$ cat src/rtl/laser_rx_deframer_if.sv
// laser_rx_deframer_if: laser lane inputs and deframed byte-pair outputs.
// The deframer uses the slave view; the optical source / consumer side uses master.
interface laser_rx_deframer_if;
  logic       laser1_in;
  logic       laser2_in;
  logic [7:0] data1_in;
  logic [7:0] data2_in;
  logic       data_valid;
  logic       frame_error;
  logic       skew_error;

  modport master (
    output laser1_in, laser2_in,
    input  data1_in, data2_in, data_valid, frame_error, skew_error
  );

  modport slave (
    input  laser1_in, laser2_in,
    output data1_in, data2_in, data_valid, frame_error, skew_error
  );
endinterface

$ cat src/rtl/laser_rx_deframer.sv
// laser_rx_deframer: two-lane oversampled laser-link receiver. Each lane is a
// 2-flop synchronizer followed by an IDLE/START/DATA/STOP framer (start 1,
// 8 data bits LSB first, stop 0). Accepted bytes wait as "pending" until the
// partner lane delivers; a pending byte older than SKEW_MAX cycles is dropped.
// Optional feature: define LASER_RX_MAJORITY_EN for a 2-of-3 vote across
// mid-1/mid/mid+1, which shifts every decision one cycle later.
module laser_rx_deframer #(
  parameter int OVERSAMPLE = 8,  // even, >= 4
  parameter int SKEW_MAX   = 16
) (
  input  logic               clock,
  input  logic               reset_n,
  laser_rx_deframer_if.slave rx
);
  localparam int CW = $clog2(OVERSAMPLE);
  localparam int TW = $clog2(SKEW_MAX + 1);
`ifdef LASER_RX_MAJORITY_EN
  localparam int MAJ = 1;
`else
  localparam int MAJ = 0;
`endif
  localparam logic [CW-1:0] START_LAST = CW'(OVERSAMPLE / 2 - 1 + MAJ);
  localparam logic [CW-1:0] BIT_LAST   = CW'(OVERSAMPLE - 1);
  localparam logic [TW-1:0] SKEW_LAST  = TW'(SKEW_MAX);

  localparam logic [1:0] S_IDLE  = 2'd0;
  localparam logic [1:0] S_START = 2'd1;
  localparam logic [1:0] S_DATA  = 2'd2;
  localparam logic [1:0] S_STOP  = 2'd3;

  logic [1:0]          laser;
  logic [1:0]          meta_q, sync_q;
  logic [1:0]          sample;
  logic [1:0][1:0]     st_q, st_d;
  logic [1:0][CW-1:0]  cnt_q, cnt_d;
  logic [1:0][2:0]     bit_q, bit_d;
  logic [1:0][7:0]     shr_q, shr_d;
  logic [1:0]          werr_q, werr_d;
  logic [1:0]          acc, ferr;
  logic [1:0]          pend_q, pend_d;
  logic [1:0]          eff;
  logic [1:0][7:0]     pbyte_q, pbyte_d;
  logic [1:0][TW-1:0]  tmr_q, tmr_d;
  logic [7:0]          data1_q, data1_d, data2_q, data2_d;
  logic                dv_q, dv_d, fe_q, fe_d, se_q, se_d;

  assign laser = {rx.laser2_in, rx.laser1_in};

`ifdef LASER_RX_MAJORITY_EN
  logic [1:0] hist0_q, hist1_q;

  function automatic logic maj3(input logic a, input logic b, input logic c);
    return (a & b) | (a & c) | (b & c);
  endfunction

  // Synchronize both lanes and keep two cycles of history for the vote
  always_ff @(posedge clock or negedge reset_n) begin
    if (!reset_n) begin
      meta_q  <= '0;
      sync_q  <= '0;
      hist0_q <= '0;
      hist1_q <= '0;
    end else begin
      meta_q  <= laser;
      sync_q  <= meta_q;
      hist0_q <= sync_q;
      hist1_q <= hist0_q;
    end
  end

  // Vote over mid-1 (hist1), mid (hist0) and mid+1 (current)
  always_comb begin
    sample = '0;
    for (int i = 0; i < 2; i++) sample[i] = maj3(hist1_q[i], hist0_q[i], sync_q[i]);
  end
`else
  // Synchronize both lanes before any use
  always_ff @(posedge clock or negedge reset_n) begin
    if (!reset_n) begin
      meta_q <= '0;
      sync_q <= '0;
    end else begin
      meta_q <= laser;
      sync_q <= meta_q;
    end
  end

  assign sample = sync_q;
`endif

  // Per-lane framer: bit-period counter runs freely and restarts at each decision
  always_comb begin
    st_d   = st_q;
    bit_d  = bit_q;
    shr_d  = shr_q;
    werr_d = werr_q;
    cnt_d  = cnt_q;
    acc    = '0;
    ferr   = '0;
    for (int i = 0; i < 2; i++) begin
      cnt_d[i] = cnt_q[i] + CW'(1);
      case (st_q[i])
        S_IDLE: begin
          cnt_d[i] = '0;
          if (sync_q[i]) st_d[i] = S_START;
        end
        S_START: begin
          if (cnt_q[i] == START_LAST) begin
            cnt_d[i] = '0;
            bit_d[i] = 3'd0;
            st_d[i]  = sample[i] ? S_DATA : S_IDLE;
          end
        end
        S_DATA: begin
          if (cnt_q[i] == BIT_LAST) begin
            cnt_d[i] = '0;
            shr_d[i] = {sample[i], shr_q[i][7:1]};
            bit_d[i] = bit_q[i] + 3'd1;
            if (bit_q[i] == 3'd7) st_d[i] = S_STOP;
          end
        end
        default: begin
          // S_STOP; werr marks a bad stop bit still being held high
          if (werr_q[i]) begin
            cnt_d[i] = '0;
            if (!sync_q[i]) begin
              st_d[i]   = S_IDLE;
              werr_d[i] = 1'b0;
            end
          end else if (cnt_q[i] == BIT_LAST) begin
            cnt_d[i] = '0;
            if (sample[i]) begin
              ferr[i]   = 1'b1;
              werr_d[i] = 1'b1;
            end else begin
              acc[i]  = 1'b1;
              st_d[i] = S_IDLE;
            end
          end
        end
      endcase
    end
  end

  // Pairing: an acceptance this cycle counts as pending, so simultaneous
  // stop samples pair with one cycle of latency. Timer = cycles since acceptance.
  always_comb begin
    pend_d  = pend_q;
    pbyte_d = pbyte_q;
    tmr_d   = tmr_q;
    data1_d = data1_q;
    data2_d = data2_q;
    dv_d    = 1'b0;
    se_d    = 1'b0;
    fe_d    = |ferr;
    eff     = pend_q | acc;
    for (int i = 0; i < 2; i++) begin
      if (acc[i]) begin
        pend_d[i]  = 1'b1;
        pbyte_d[i] = shr_q[i];
        tmr_d[i]   = TW'(1);
      end else if (pend_q[i]) begin
        tmr_d[i] = tmr_q[i] + TW'(1);
      end
    end
    if (&eff) begin
      dv_d    = 1'b1;
      data1_d = acc[0] ? shr_q[0] : pbyte_q[0];
      data2_d = acc[1] ? shr_q[1] : pbyte_q[1];
      pend_d  = '0;
      tmr_d   = '0;
    end else begin
      for (int i = 0; i < 2; i++) begin
        if (pend_q[i] && !acc[i] && tmr_q[i] == SKEW_LAST) begin
          pend_d[i] = 1'b0;
          tmr_d[i]  = '0;
          se_d      = 1'b1;
        end
      end
    end
  end

  // Framer state registers
  always_ff @(posedge clock or negedge reset_n) begin
    if (!reset_n) begin
      st_q   <= {S_IDLE, S_IDLE};
      cnt_q  <= '0;
      bit_q  <= '0;
      shr_q  <= '0;
      werr_q <= '0;
    end else begin
      st_q   <= st_d;
      cnt_q  <= cnt_d;
      bit_q  <= bit_d;
      shr_q  <= shr_d;
      werr_q <= werr_d;
    end
  end

  // Pairing state and registered outputs
  always_ff @(posedge clock or negedge reset_n) begin
    if (!reset_n) begin
      pend_q  <= '0;
      pbyte_q <= '0;
      tmr_q   <= '0;
      data1_q <= '0;
      data2_q <= '0;
      dv_q    <= 1'b0;
      fe_q    <= 1'b0;
      se_q    <= 1'b0;
    end else begin
      pend_q  <= pend_d;
      pbyte_q <= pbyte_d;
      tmr_q   <= tmr_d;
      data1_q <= data1_d;
      data2_q <= data2_d;
      dv_q    <= dv_d;
      fe_q    <= fe_d;
      se_q    <= se_d;
    end
  end

  assign rx.data1_in    = data1_q;
  assign rx.data2_in    = data2_q;
  assign rx.data_valid  = dv_q;
  assign rx.frame_error = fe_q;
  assign rx.skew_error  = se_q;
endmodule

$ cat src/flat_wrapper.sv
// flat-port wrapper written by rule: the top's interface ports become plain ports
module laser_rx_deframer_flat 
#(
  parameter int OVERSAMPLE = 8,               
  parameter int SKEW_MAX   = 16
)
  (clock, reset_n, rx_laser1_in, rx_laser2_in, rx_data1_in, rx_data2_in, rx_data_valid, rx_frame_error, rx_skew_error);
  laser_rx_deframer_if rx_i ();
  input  logic clock;
  input  logic reset_n;
  input wire logic [$bits(rx_i.laser1_in)-1:0] rx_laser1_in;
  input wire logic [$bits(rx_i.laser2_in)-1:0] rx_laser2_in;
  output wire logic [$bits(rx_i.data1_in)-1:0] rx_data1_in;
  output wire logic [$bits(rx_i.data2_in)-1:0] rx_data2_in;
  output wire logic [$bits(rx_i.data_valid)-1:0] rx_data_valid;
  output wire logic [$bits(rx_i.frame_error)-1:0] rx_frame_error;
  output wire logic [$bits(rx_i.skew_error)-1:0] rx_skew_error;
  assign rx_i.laser1_in = rx_laser1_in;
  assign rx_i.laser2_in = rx_laser2_in;
  assign rx_data1_in = rx_i.data1_in;
  assign rx_data2_in = rx_i.data2_in;
  assign rx_data_valid = rx_i.data_valid;
  assign rx_frame_error = rx_i.frame_error;
  assign rx_skew_error = rx_i.skew_error;
  laser_rx_deframer #(.OVERSAMPLE(OVERSAMPLE), .SKEW_MAX(SKEW_MAX)) u_core (.clock(clock), .reset_n(reset_n), .rx(rx_i));
endmodule
$ cat config.mk
export PLATFORM = sky130hd
export DESIGN_NAME = laser_rx_deframer_flat
export DESIGN_NICKNAME = d
export VERILOG_FILES = /design/src/rtl/laser_rx_deframer_if.sv /design/src/rtl/laser_rx_deframer.sv /design/src/flat_wrapper.sv
export SDC_FILE = /design/constraint.sdc
export NUM_CORES = 1
export LEC_CHECK = 0
export BUFFER_PORTS_ARGS = -buffer_cell sky130_fd_sc_hd__buf_2
export CORE_AREA = 2 2 87 89
export DETAILED_ROUTE_END_ITERATION = 6
export DIE_AREA = 0 0 89 91
export PLACE_DENSITY = 0.76
export SYNTH_ARGS = -nofsm -noshare
export SYNTH_HDL_FRONTEND = slang
export SYNTH_SLANG_ARGS = --single-unit
$ cat constraint.sdc
create_clock -name clock -period 4.8 [get_ports clock]
set_input_delay 0.48 -clock clock [delete_from_list [all_inputs] [get_ports clock]]
set_output_delay 0.48 -clock clock [all_outputs]
set_load 0.005 [all_outputs]
Word level (Yosys, flattened, before mapping)
Cells that the tools add are included.

Flip-flop bits (word level): 85. Input bits: 4. Word-level logic and storage cells: 144.

Add/sub/neg operators: 6. Equality and inequality tests: 20. Multiplexer cells: 68. Bitwise logic cells: 1. Reduce and logical (&&, ||, !) cells: 26.

Operators by type and width (count): 2-bit two-way mux (17); 3-bit two-way mux (10); 5-bit two-way mux (6); 1-bit two-way mux (26); 3-bit one-hot mux with 3 select lines (2); 8-bit two-way mux (2); 2-bit by 1-bit inequality test with 1-bit output, second input constant (8); 4-bit nonzero test (4); 3-bit by 1-bit adder with 3-bit output, second input constant (4); 3-bit == test, second input constant (4); 2-bit one-hot mux with 3 select lines (2); 3-bit one-hot mux with 2 select lines (2); 5-bit by 1-bit adder with 5-bit output, second input constant (2); 5-bit == test, second input constant (2); 10-bit two-way mux (1); 5-bit AND reduction (2); 3-bit by 2-bit == test with 1-bit output, second input constant (2); 2-bit AND reduction (3); 3-bit AND reduction (2); 3-bit nonzero test (2); 3-bit OR reduction (2); 2-bit by 1-bit == test with 1-bit output, second input constant (2); 2-bit == test, second input constant (2); 1-bit logical AND (4); other kinds (5) (8).

Logic depth before layout (Yosys ltp)
Depth in word-level cells: 10. Gate-level depth with buffers: 9. Mapped depth without buffers: 6.

Least setup slack after synthesis
No wires, ideal clock.

Path kind: register to register. Start point: register u_core.cnt_q[0] in the netlist's numbering. End point: register u_core.data2_q[4] (netlist: u_core.rx.data2_in[4]). Library setup time: 135 ps. Data arrival time: 1709 ps. Data required time: 4665 ps. Setup slack: 2957 ps. Stages on the path, launching flop included: 10. Period minus slack after synthesis: 1843 ps. Cells stage by stage: dfrtp_1 -> ha_1 -> ha_1 -> buf_2 -> and4bb_1 -> buf_2 -> nor2_4 -> nor2_8 -> buf_12 -> a2bb2oi_2.

Longest elaborated chain between the ends: 6.

RTL lines: start: declaration (RTL line laser_rx_deframer.sv:35) `logic [1:0][CW-1:0] cnt_q, cnt_d;`; start signal: assignment (RTL line laser_rx_deframer.sv:193) `cnt_q <= cnt_d;`; 3-bit == test (RTL line laser_rx_deframer.sv:130) `end else if (cnt_q[i] == BIT_LAST) begin`; 1-bit two-way mux (RTL line laser_rx_deframer.sv:130); 1-bit two-way mux (RTL line laser_rx_deframer.sv:124) `if (werr_q[i]) begin`; 1-bit two-way mux (RTL line laser_rx_deframer.sv:102) `case (st_q[i])`; 2-bit bitwise OR (RTL line laser_rx_deframer.sv:156) `eff = pend_q | acc;`; 2-bit AND reduction (RTL line laser_rx_deframer.sv:166) `if (&eff) begin`; end signal: assignment (RTL line laser_rx_deframer.sv:216) `data2_q <= data2_d;`; end: declaration (RTL line laser_rx_deframer.sv:44) `logic [7:0] data1_q, data1_d, data2_q, data2_d;`.

Every way passes these cells. A chain may end at the register's enable or synchronous reset.

Worst setup path in the final report
Start point: register u_core.cnt_q[0] in the netlist's numbering. End point: register u_core.tmr_q[7] in the netlist's numbering.

Longest elaborated chain between the ends: 7. Elaborated cells on any way between the ends: 8.

RTL lines: 3-bit == test * (RTL line laser_rx_deframer.sv:130); 1-bit two-way mux * (RTL line laser_rx_deframer.sv:130); 1-bit two-way mux * (RTL line laser_rx_deframer.sv:124); 1-bit two-way mux * (RTL line laser_rx_deframer.sv:102); 2-bit bitwise OR * (RTL line laser_rx_deframer.sv:156); 2-bit AND reduction * (RTL line laser_rx_deframer.sv:166); 4-bit nonzero test (no source line) or 10-bit two-way mux (tied branches); end signal: assignment (RTL line laser_rx_deframer.sv:214) `tmr_q <= tmr_d;`; end: declaration (RTL line laser_rx_deframer.sv:43) `logic [1:0][TW-1:0] tmr_q, tmr_d;`.

Mark *: on every way between the ends. The rest lies on a longest branch, timed or not.

==> results.tsv <==
stage	metric	value	unit
clocking	ctsResizeCount	0	
critical_path	r2r-start	u_core.cnt_q[0]	
timing	tightest_slew	1040	ps
logic_synthesis	synth.avg_cell_area	11.0	µm²
critical_path	endpoint	u_core.tmr_q[7]	
pwr	fin_total_pwr	1.87	mW
min_path	hold_class	in -> reg	
global_route	grt_pass1_wl	12600	µm
placement	portBuffers	22	
timing	fmax	410	MHz
routing	drtIter0Drc	180	
logic_synthesis	seq_area_frac_synth	0.529	
clocking	clock_latency	370	ps
floorplanning	die_y	91	µm
clocking	cts_tree	done	
critical_path	crit_path_start_kind	register	
routing	ant_nets	0	
global_route	overflow	0	
timing	slew_viol_final	0	
clocking	numClockSinks	85	
status	outcome	completed	
pwr	p_clk_frac	0.279	
finish	layout_common_cells	85 x dfrtp_1, 65 x nand2_1, 21 x ha_1, 21 x buf_2, 19 x o22ai_1	
run	drv_cap	0	
logic_synthesis	yosysWarnings	0	
pwr	ir_worst_vdd	255	µV
pwr	power_frac_comb	0.242	
critical_path	required	5090	ps
global_route	grt_antenna_before_repair	0	
timing	hold_violations	0	
finish	antennaDiodeCount	0	
clocking	clkSlewWorstSetupHoldPaths	90	ps
routing	viasPerCell	5.73	
finish	layout_commonest_cell	dfrtp_1	
routing	drt_first_pass_iters	5	
clocking	clockRootBuffer	clkbuf_8	
timing	setup_violations	0	
floorplanning	die_w	89	µm
clocking	cts_buffer_depth	2	
timing	fin_crit_sh	0.508	
timing	timing.slew.headroom	0.307	
logic_synthesis	synth_edf_count	0	
timing	timing.hold.ws	220	ps
critical_path	criticalPathCategory	reg -> reg	
clocking	cts_buffers	9	
logic_synthesis	synthFlopType	dfrtp_1	
floorplanning	row_count	31	
pwr	leakagePower	2.19	nW
pwr	p_switching	628	µW
critical_path	end_kind	register	
placement	dp.cells	469	
global_route	grt_max_degree	86	
critical_path	cp-startpoint	u_core.cnt_q[0]	
routing	routed_wl	7230	µm
global_route	grt_pass1_vias	2641	
critical_path	worst_ep_arrival_time	2720	ps
finish	area_delta_synth_final	8.75	%
timing	rsz0062_at_grt	false	
logic_synthesis	synth-async-reset-ratio	1.00	
pwr	intPower	1.24	mW
finish	finalNetCount	406	
timing	skew	12.2	ps
timing	finalCriticalPeriod	2440	ps
clocking	ctsHoldBuffers	0	
finish	layout.cells.non_filler	485	
finish	n_fill_cell	616	
clocking	postCtsSetupRepairBufs	0	
clocking	h-tree-depth	3	
pwr	p_per_area	428	mW/mm²
global_route	grtUsageTotal	0.199	
timing	fin_setup_tns	0	ps
finish	drive_above_1_share	0.189	
critical_path	r2r_setup_slack	2360	ps
floorplanning	start_util	0.563	
logic_synthesis	synth_area	0.00402	mm²
logic_synthesis	synth_nets	389	
placement	hpwl	4670	µm
floorplanning	io_pins	23	
logic_synthesis	synth_cell_types	54	
pwr	seqPwrFrac	0.479	
routing	wl_per_cell	14.9	µm
routing	post-route-drc-count	0	
logic_synthesis	synth_cells	364	
pwr	swShare	0.335	
critical_path	crit_fanout	22	
floorplanning	die_area	0.00810	mm²
floorplanning	coreArea	0.00714	mm²
critical_path	reg2reg_depth	7	
critical_path	rr_endpoint	u_core.tmr_q[7]	
placement	gp_congestion	0.805	
logic_synthesis	ys_ff_latch	85	
routing	vias	2778	
[cell type report]
type	instances	area, µm²	share of cell area
tap	99	124	0.0284
clock buffer	9	124	0.0284
multi-input combinational	242	1720	0.393
timing repair buffer	23	120	0.0275
clock inverter	7	81.3	0.0186
sequential	85	2130	0.487
inverter	20	75.1	0.0172
[critical path, stage by stage, from the launching register on]
cell,delay (ps)
dfrtp_1,380
ha_1,230
ha_1,280
nand4bb_1,130
buf_4,250
nand2b_1,350
or4_1,570
a21oi_1,170
[cells in the mapped netlist, types with 3 or more instances]
| cell type | count | share of area |
|---|---|---|
| nor2_1 | 15 | 0.014 |
| a2bb2oi_1 | 7 | 0.015 |
| dfrtp_1 | 85 | 0.53 |
| nand3_1 | 6 | 0.0075 |
| o21ai_0 | 12 | 0.015 |
| a31oi_1 | 6 | 0.0093 |
| clkbuf_1 | 5 | 0.0047 |
| o22ai_1 | 19 | 0.030 |
| or4_1 | 4 | 0.0075 |
| a21oi_1 | 15 | 0.019 |
| nor2b_1 | 3 | 0.0047 |
| nand2_1 | 65 | 0.061 |
| buf_2 | 7 | 0.0087 |
| a2bb2oi_2 | 9 | 0.034 |
| mux2i_1 | 5 | 0.012 |
| mux2_2 | 16 | 0.045 |
| ha_1 | 21 | 0.065 |
| inv_1 | 18 | 0.017 |
| nand2b_1 | 3 | 0.0047 |
[cells by family after synthesis]
family,after synthesis,share of synthesized area
AND/OR/NAND/NOR,116,0.147
flip-flops,85,0.529
AO/OA/AOI/OAI,84,0.158
multiplexers,21,0.0573
adder cells (fa/ha/maj),21,0.0654
buffers and inverters,37,0.0430
[flip-flops by register name (all words and copies together), names as in the netlist]
signal                 flops
u_core.shr_q              16
u_core.werr_q              2
u_core.rx.data1_in         8
u_core.rx.frame_error      1
u_core.rx.data_valid       1
u_core.bit_q               6
u_core.rx.data2_in         8
u_core.rx.skew_error       1
u_core.st_q                4
u_core.meta_q              2
u_core.sample              2
u_core.pend_q              2
u_core.tmr_q              10
u_core.cnt_q               6
u_core.pbyte_q            16
[worst min-delay path by stage]
stage | startpoint | endpoint | slack, ps | depth (start not counted)
after floorplan | reset_n | u_core.bit_q[0] | 180 | 0
after global placement | u_core.meta_q[1] | u_core.sample[1] | 330 | 0
after detailed placement | u_core.meta_q[0] | u_core.sample[0] | 340 | 0
after CTS | rx_laser1_in | u_core.meta_q[0] | 210 | 1
after global routing | rx_laser2_in | u_core.meta_q[1] | 210 | 1
final | rx_laser1_in | u_core.meta_q[0] | 220 | 1
[per-layer routing]
metal	vias to the layer above	routed length, µm	global-route usage
li1	1328	-	-
met1	1377	3440	0.294
met2	57	3420	0.287
met3	16	260	0.0436
met4	0	113	0.0734
met5	-	0	0
[stage by stage]
stage / worst slack, ps / utilization / instance area (µm²)
after global routing: 2150 / 0.612 / 4370
after floorplan: 2960 / - / 4020
final: 2360 / 0.612 / 4370
after CTS: 2370 / 0.612 / 4370
after global placement: 2440 / 0.583 / 4160
after detailed placement: 2380 / 0.583 / 4160
[power by group through the flow]
| stage | combinational, mW | sequential (mW) | clock, mW |
|---|---|---|---|
| floorplan | 0.378 | 0.865 | 0 |
| global placement | 0.434 | 0.904 | 0 |
| detailed placement | 0.454 | 0.909 | 0 |
| CTS | 0.458 | 0.896 | 0.534 |
| global route | 0.514 | 0.916 | 0.566 |
| finish | 0.453 | 0.897 | 0.522 |
Note: power is estimated with default switching activity, not from simulation.
